--- src/rtl/regfile_pkg.sv ---
// Constants and state type shared by the 32x32 register file and its debug read-out engine.
package regfile_pkg;

  localparam int unsigned NUM_REGS = 32;
  localparam int unsigned ADDR_W   = 5;
  localparam int unsigned DATA_W   = 32;

  typedef enum logic [1:0] {
    IDLE = 2'd0,
    READ = 2'd1,
    SEND = 2'd2
  } state_t;

endpackage

--- src/rtl/regfile_dump_reader.sv ---
// Walks an inclusive register range through the register file's combinational read port
// and streams each captured value out as (index, data) beats over valid/ready.
module regfile_dump_reader
  import regfile_pkg::*;
(
  input  logic              clk,
  input  logic              reset,
  input  logic              start,
  input  logic [ADDR_W-1:0] first_reg,
  input  logic [ADDR_W-1:0] last_reg,
  output logic [ADDR_W-1:0] rf_addr,
  input  logic [DATA_W-1:0] rf_data,
  output logic              m_valid,
  input  logic              m_ready,
  output logic [DATA_W-1:0] m_data,
  output logic [ADDR_W-1:0] m_index,
  output logic              m_last,
  output logic              busy,
  output logic              done,
  output logic              err
);

  state_t            r_state;
  logic [ADDR_W-1:0] r_last_reg;

  always_ff @(posedge clk) begin
    if (reset) begin
      r_state    <= IDLE;
      r_last_reg <= '0;
      rf_addr    <= '0;
      m_valid    <= 1'b0;
      m_data     <= '0;
      m_index    <= '0;
      m_last     <= 1'b0;
      busy       <= 1'b0;
      done       <= 1'b0;
      err        <= 1'b0;
    end else begin
      done <= 1'b0;
      err  <= 1'b0;
      unique case (r_state)
        IDLE: begin
          if (start) begin
            if (first_reg <= last_reg) begin
              r_last_reg <= last_reg;
              rf_addr    <= first_reg;
              busy       <= 1'b1;
              r_state    <= READ;
            end else begin
              err <= 1'b1;
            end
          end
        end
        READ: begin
          // rf_addr has been stable for the whole cycle, so rf_data is the settled value.
          m_data  <= rf_data;
          m_index <= rf_addr;
          m_last  <= (rf_addr == r_last_reg);
          m_valid <= 1'b1;
          r_state <= SEND;
        end
        SEND: begin
          if (m_ready) begin
            m_valid <= 1'b0;
            if (m_last) begin
              busy    <= 1'b0;
              done    <= 1'b1;
              r_state <= IDLE;
            end else begin
              rf_addr <= rf_addr + 1'b1;
              r_state <= READ;
            end
          end
        end
        default: begin
          r_state <= IDLE;
        end
      endcase
    end
  end

endmodule

--- config.mk ---
export PLATFORM = sky130hd
export DESIGN_NAME = regfile_dump_reader
export DESIGN_NICKNAME = d
export VERILOG_FILES = /design/src/rtl/regfile_pkg.sv /design/src/rtl/regfile_dump_reader.sv
export SDC_FILE = /design/constraint.sdc
export NUM_CORES = 1
export LEC_CHECK = 0
export CAP_MARGIN = 20
export CORE_ASPECT_RATIO = 0.7
export CORE_MARGIN = 2
export CORE_UTILIZATION = 43
export CTS_CLUSTER_SIZE = 14
export DETAILED_ROUTE_END_ITERATION = 8
export GPL_TIMING_DRIVEN = 1
export PLACE_DENSITY = 0.8
export RECOVER_POWER = 25
export SLEW_MARGIN = 10
export SYNTH_ARGS = -nofsm -noshare
export SYNTH_HDL_FRONTEND = slang
export SYNTH_SLANG_ARGS = --single-unit
--- constraint.sdc ---
create_clock -name clk -period 1.95 [get_ports clk]
set_input_delay 0.2925 -clock clk [delete_from_list [all_inputs] [get_ports clk]]
set_output_delay 0.2925 -clock clk [all_outputs]
set_load 0.1 [all_outputs]
### Word level (Yosys, flattened, before mapping)

Cells that the tools add are included.

| cells by class | value |
|---|---|
| bitwise operators | 4 |
| mux-type cells | 19 |
| add/sub/neg operators | 1 |
| multiply operators | 0 |
| shifts and indexed selects | 0 |
| divide/modulo/power cells | 0 |
| order comparisons | 1 |
| equal/unequal tests | 8 |
| reductions and logical operators | 10 |

Operators by type and width:

| operator | number |
|---|---|
| 2-to-1 mux 5 bit | 4 |
| != test 2 bit (second input constant) | 5 |
| one-hot mux 5 bit (2 select lines) | 1 |
| AND reduction 5 bit | 2 |
| 2-to-1 mux 1 bit | 8 |
| 2-to-1 mux 2 bit | 3 |
| one-hot mux 2 bit (3 select lines) | 1 |
| AND reduction 3 bit | 2 |
| OR reduction 3 bit | 2 |
| adder 5 x 1 -> 5 bit (second input constant) | 1 |
| equality test 5 bit | 1 |
| less-or-equal comparator 5 bit | 1 |
| NOT 1 bit | 4 |
| one-hot mux 1 bit (2 select lines) | 2 |
| nonzero test 2 bit | 2 |
| equality test 2 x 1 -> 1 bit (second input constant) | 1 |
| equality test 2 bit (second input constant) | 1 |
| logical NOT 2 bit | 1 |
| AND reduction 2 bit | 1 |

| word-level totals | value |
|---|---|
| word-level logic and storage cells | 53 |
| memories | 0 |
| ROM bits | 0 |
| input port bits | 46 |
| RAM bits | 0 |
| output and inout port bits | 47 |
| latch bits | 0 |
| bits in registers | 54 |

### Depth between registers and ports, before layout

| depth | value |
|---|---|
| word-level depth | 4 |
| depth in mapped cells | 8 |
| depth with buffers taken out | 7 |

### Worst setup path before layout

Ideal clock, no wire load.

| timing | value |
|---|---|
| kind | flip-flop to flip-flop |
| start | register m_last |
| end | register rf_addr[4] |
| stages on the path, launching flop included | 6 |
| clock period less this slack | 1.989 ns |
| slack | -0.039 ns |
| required time | 1.863 ns |
| buffers on the path | 0 |
| arrival | 1.902 ns |
| library setup time | 0.087 ns |
| cells stage by stage | dfxtp_1 nor4bb_4 a211oi_2 o31ai_4 a311o_1 o31ai_1 |

| between the ends | value |
|---|---|
| cells in the longest elaborated chain, start to end | 2 |

Ends and longest elaborated chain:

| element | RTL line | text |
|---|---|---|
| start: declaration | regfile_dump_reader.sv:17 | `output logic m_last,` |
| start signal: assignment | regfile_dump_reader.sv:58 | `m_last <= (rf_addr == r_last_reg);` |
| != test 2 bit (no line) | n/a |  |
| AND reduction 5 bit (no line) | n/a |  |
| end signal: assignment | regfile_dump_reader.sv:46 | `rf_addr <= first_reg;` |
| end signal: assignment | regfile_dump_reader.sv:70 | `rf_addr <= rf_addr + 1'b1;` |
| end: declaration | regfile_dump_reader.sv:11 | `output logic [ADDR_W-1:0] rf_addr,` |

Every way passes these cells.
A chain may end at the register's enable or synchronous reset.

### Final worst setup path

| timing | value |
|---|---|
| start | input port last_reg[3] |
| end | register rf_addr[4] |

| between the ends | value |
|---|---|
| cells in the longest elaborated chain, start to end | 3 |

Ends and longest elaborated chain:

| element | RTL line | text |
|---|---|---|
| start: declaration | regfile_dump_reader.sv:10 | `input logic [ADDR_W-1:0] last_reg,` |
| less-or-equal comparator 5 bit | regfile_dump_reader.sv:44 | `if (first_reg <= last_reg) begin` |
| != test 2 bit (no line) | n/a |  |
| AND reduction 5 bit (no line) | n/a |  |

Every way passes these cells.

==> metrics.txt <==
IO buf count=92; GR Overflow Total=0; Largest register FFs=32; Setup Buffers After CTS=0; cell area after technology mapping=0.00233 sq mm; crit path max fanout=6; Worst-Skew Late Latency=0.30 ns; Fin. Hold Viols=0; first-pass GRT wire length=9250 microns; CTS tree=built; cell taking the most area after synthesis=dfxtp_1; critical path startpoint category=input port; slowest stage cell on the critical path=clkdlybuf4s50_1; clock buffer depth=2; status=finished, final reports clean; Mapped Cells=278; P_leak=1.35 nW; largest net degree at the start of global routing=47; CTS Sinks=54; share of the synthesized area in the top cell type=46.4%; CTS clock-pin slew for the worst setup and hold paths=0.09 ns; Final setup viols=0; top cells by count, synth=nand2_1, dfxtp_1, a21oi_1; First-pass DRT Iterations=4; Area Growth Syn to Fin=42.2%; critical path's largest stage delay=0.48 ns; via count=2,160; FFs w/ async S/R, synth=0%; synth top area cells=dfxtp_1, nand2_1, a21oi_1; max-cap violations=0; crit end category=register; syn nets=330; GR Util All Layers=19.4%; Std-Cell Rows=22; # DRC=0; Crit Path Class=in -> reg; Max VDD drop=0.000415 V; cts hold-fix bufs=0; Worst R2R Path Depth=4; Num CTS Buffers=5; H-tree depth=2; hold endpoint=r_last_reg[1]$_SDFFE_PP0P_; # fillers=478; crit-path cells=clkdlybuf4s50_1 -> inv_1 -> ha_1 -> and4_4 -> a211oi_2 -> o31ai_4 -> a311o_1 -> o31ai_1; Via density=4.85; count of nets after finishing=425; full die area=0.00603 sq mm; Tcrit/Tclk final=97.2%; Synth cell types=38; root buffer cell=clkbuf_8; hpwl dp=4270 microns; FF-to-FF setup slack=0.40 ns; RR Startpoint=r_state[1]$_SDFFE_PP0P_; ANT cells=0; Synthesis Warnings=0; fin. max-slew vios=0; first-iteration detailed-routing DRC count=80; setup TNS=0 ns; clock skew=0.00143 ns; initial antenna violation count=0; vias in the first global route=1,939; Synth Register Bits=54; RSZ-0062 raised after global routing=false; starting density of the core=44.5%; worst path required time=2.17 ns; Die Height=65.6 microns; pre-CTS setup slack=-0.291 ns; Critical Path AT=2.11 ns; register area share after synthesis=46.4%; Tmin final=1.90 ns; Hold Path Cell Cnt=3; RePlAce Congestion=0.810; Avg WL per Cell=13.0 microns; Post-synth top flop=dfxtp_1; Worst R2R End=m_data[6]$_SDFFE_PP0P_; final wirelength=5800 microns; core area=0.00523 sq mm; share of post-route cells with drive strength above 1=22.0%; Die Wd=92.0 microns; Post-synth EDFFs=0; Hold WC Path Type=in -> reg; top-count cell post-synth=nand2_1; ANT nets after route=0; critical hold path startpoint=last_reg[1]; fin worst setup slack=0.0544 ns; I/O pin cnt=93; Slew @ Worst Pin=0.772 ns; Max Freq=528 MHz; syn_area_per_cell=8.38 sq um; Slew HR=48.5%; Reg with most FFs=m_data; P per Cell Area=839 mW/mm^2
critical path: cells and delay by family:
family / cells / cell delay, ns
AO/OA/AOI/OAI: 4 / 0.78
adder cells (fa/ha/maj): 1 / 0.30
buffers and inverters: 2 / 0.53
AND/OR/NAND/NOR: 1 / 0.20
cells in the final DEF (no fill, tap or decap), types with 4 or more instances in the layout:
| cell type | synthesis | layout |
|---|---|---|
| clkbuf_2 | 0 | 21 |
| clkbuf_8 | 0 | 5 |
| nor2_1 | 8 | 8 |
| nand2b_1 | 13 | 13 |
| nand2_1 | 79 | 79 |
| buf_4 | 2 | 37 |
| dfxtp_1 | 54 | 53 |
| clkdlybuf4s50_1 | 0 | 42 |
| inv_1 | 9 | 9 |
| nor3_1 | 4 | 4 |
| ha_1 | 6 | 5 |
| mux2i_1 | 6 | 6 |
| a21oi_1 | 44 | 44 |
cell type report:
cell class / instances / area (sq um) / share of cell area, %
Multi-Input combinational cell: 198 / 1150 / 34.8
Sequential cell: 54 / 1080 / 32.7
Timing Repair Buffer: 105 / 871 / 26.3
Tap cell: 72 / 90.1 / 2.72
Clock buffer: 5 / 68.8 / 2.08
Inverter: 9 / 33.8 / 1.02
Clock inverter: 2 / 13.8 / 0.416
repair_timing:
action                                  4_1_cts  5_1_grt
resized for setup                             0        3
endpoints found under the setup margin        0        1
hold endpoints to repair                      0        0
kinds of logic after synthesis:
group                      count (synthesis)  share of synthesized area (%)
AOI/OAI and AO/OA                         62                           17.0
xor gates and xnor gates                   5                           1.88
adders and majority gates                  6                           3.22
buffers and inverters                     26                           4.78
DFF                                       54                           46.4
muxes                                      6                           2.58
and+or+nand+nor                          119                           24.1
worst max-delay path by stage:
| stage | from | endpoint | slack, ns | cells past startpoint |
|---|---|---|---|---|
| 3_5_place_dp | last_reg[1] | rf_addr[4]$_SDFFE_PP0P_ | -0.29 | 8 |
| 5_1_grt | last_reg[3] | rf_addr[4]$_SDFFE_PP0P_ | 0.003 | 8 |
| 4_1_cts | last_reg[1] | rf_addr[4]$_SDFFE_PP0P_ | 0.04 | 8 |
| 3_3_place_gp | last_reg[1] | rf_addr[4]$_SDFFE_PP0P_ | -0.22 | 8 |
| 2_1_floorplan | rf_addr[1]$_SDFFE_PP0P_ | rf_addr[4]$_SDFFE_PP0P_ | 0.04 | 5 |
| 6_report | last_reg[3] | rf_addr[4]$_SDFFE_PP0P_ | 0.05 | 8 |
power by group:
part	switching (mW)	leakage [nW]	internal [mW]
Sequential	0.0647	0.440	1.17
Combinational	0.654	0.863	0.284
Clock	0.353	0.0444	0.249
Total	1.07	1.35	1.71
layer usage:
metal	wire length, microns	track usage [%]
met3	416	5.28
met5	0	0
met4	47	3.92
met1	2800	27.1
met2	2530	30.4
through the flow:
stage	total power, mW	std cells	hold slack [ns]	utilization (%)	instance area (sq um)
global placement	2.20	438	0.442	62.4	3260
global route	2.92	445	0.344	63.3	3310
CTS	2.82	445	0.461	64.0	3350
detailed placement	2.22	438	0.447	62.4	3260
finish	2.78	445	0.342	63.3	3310
floorplan	1.94	278	0.429	-	2330
Note: power is estimated with default switching activity, not from simulation.
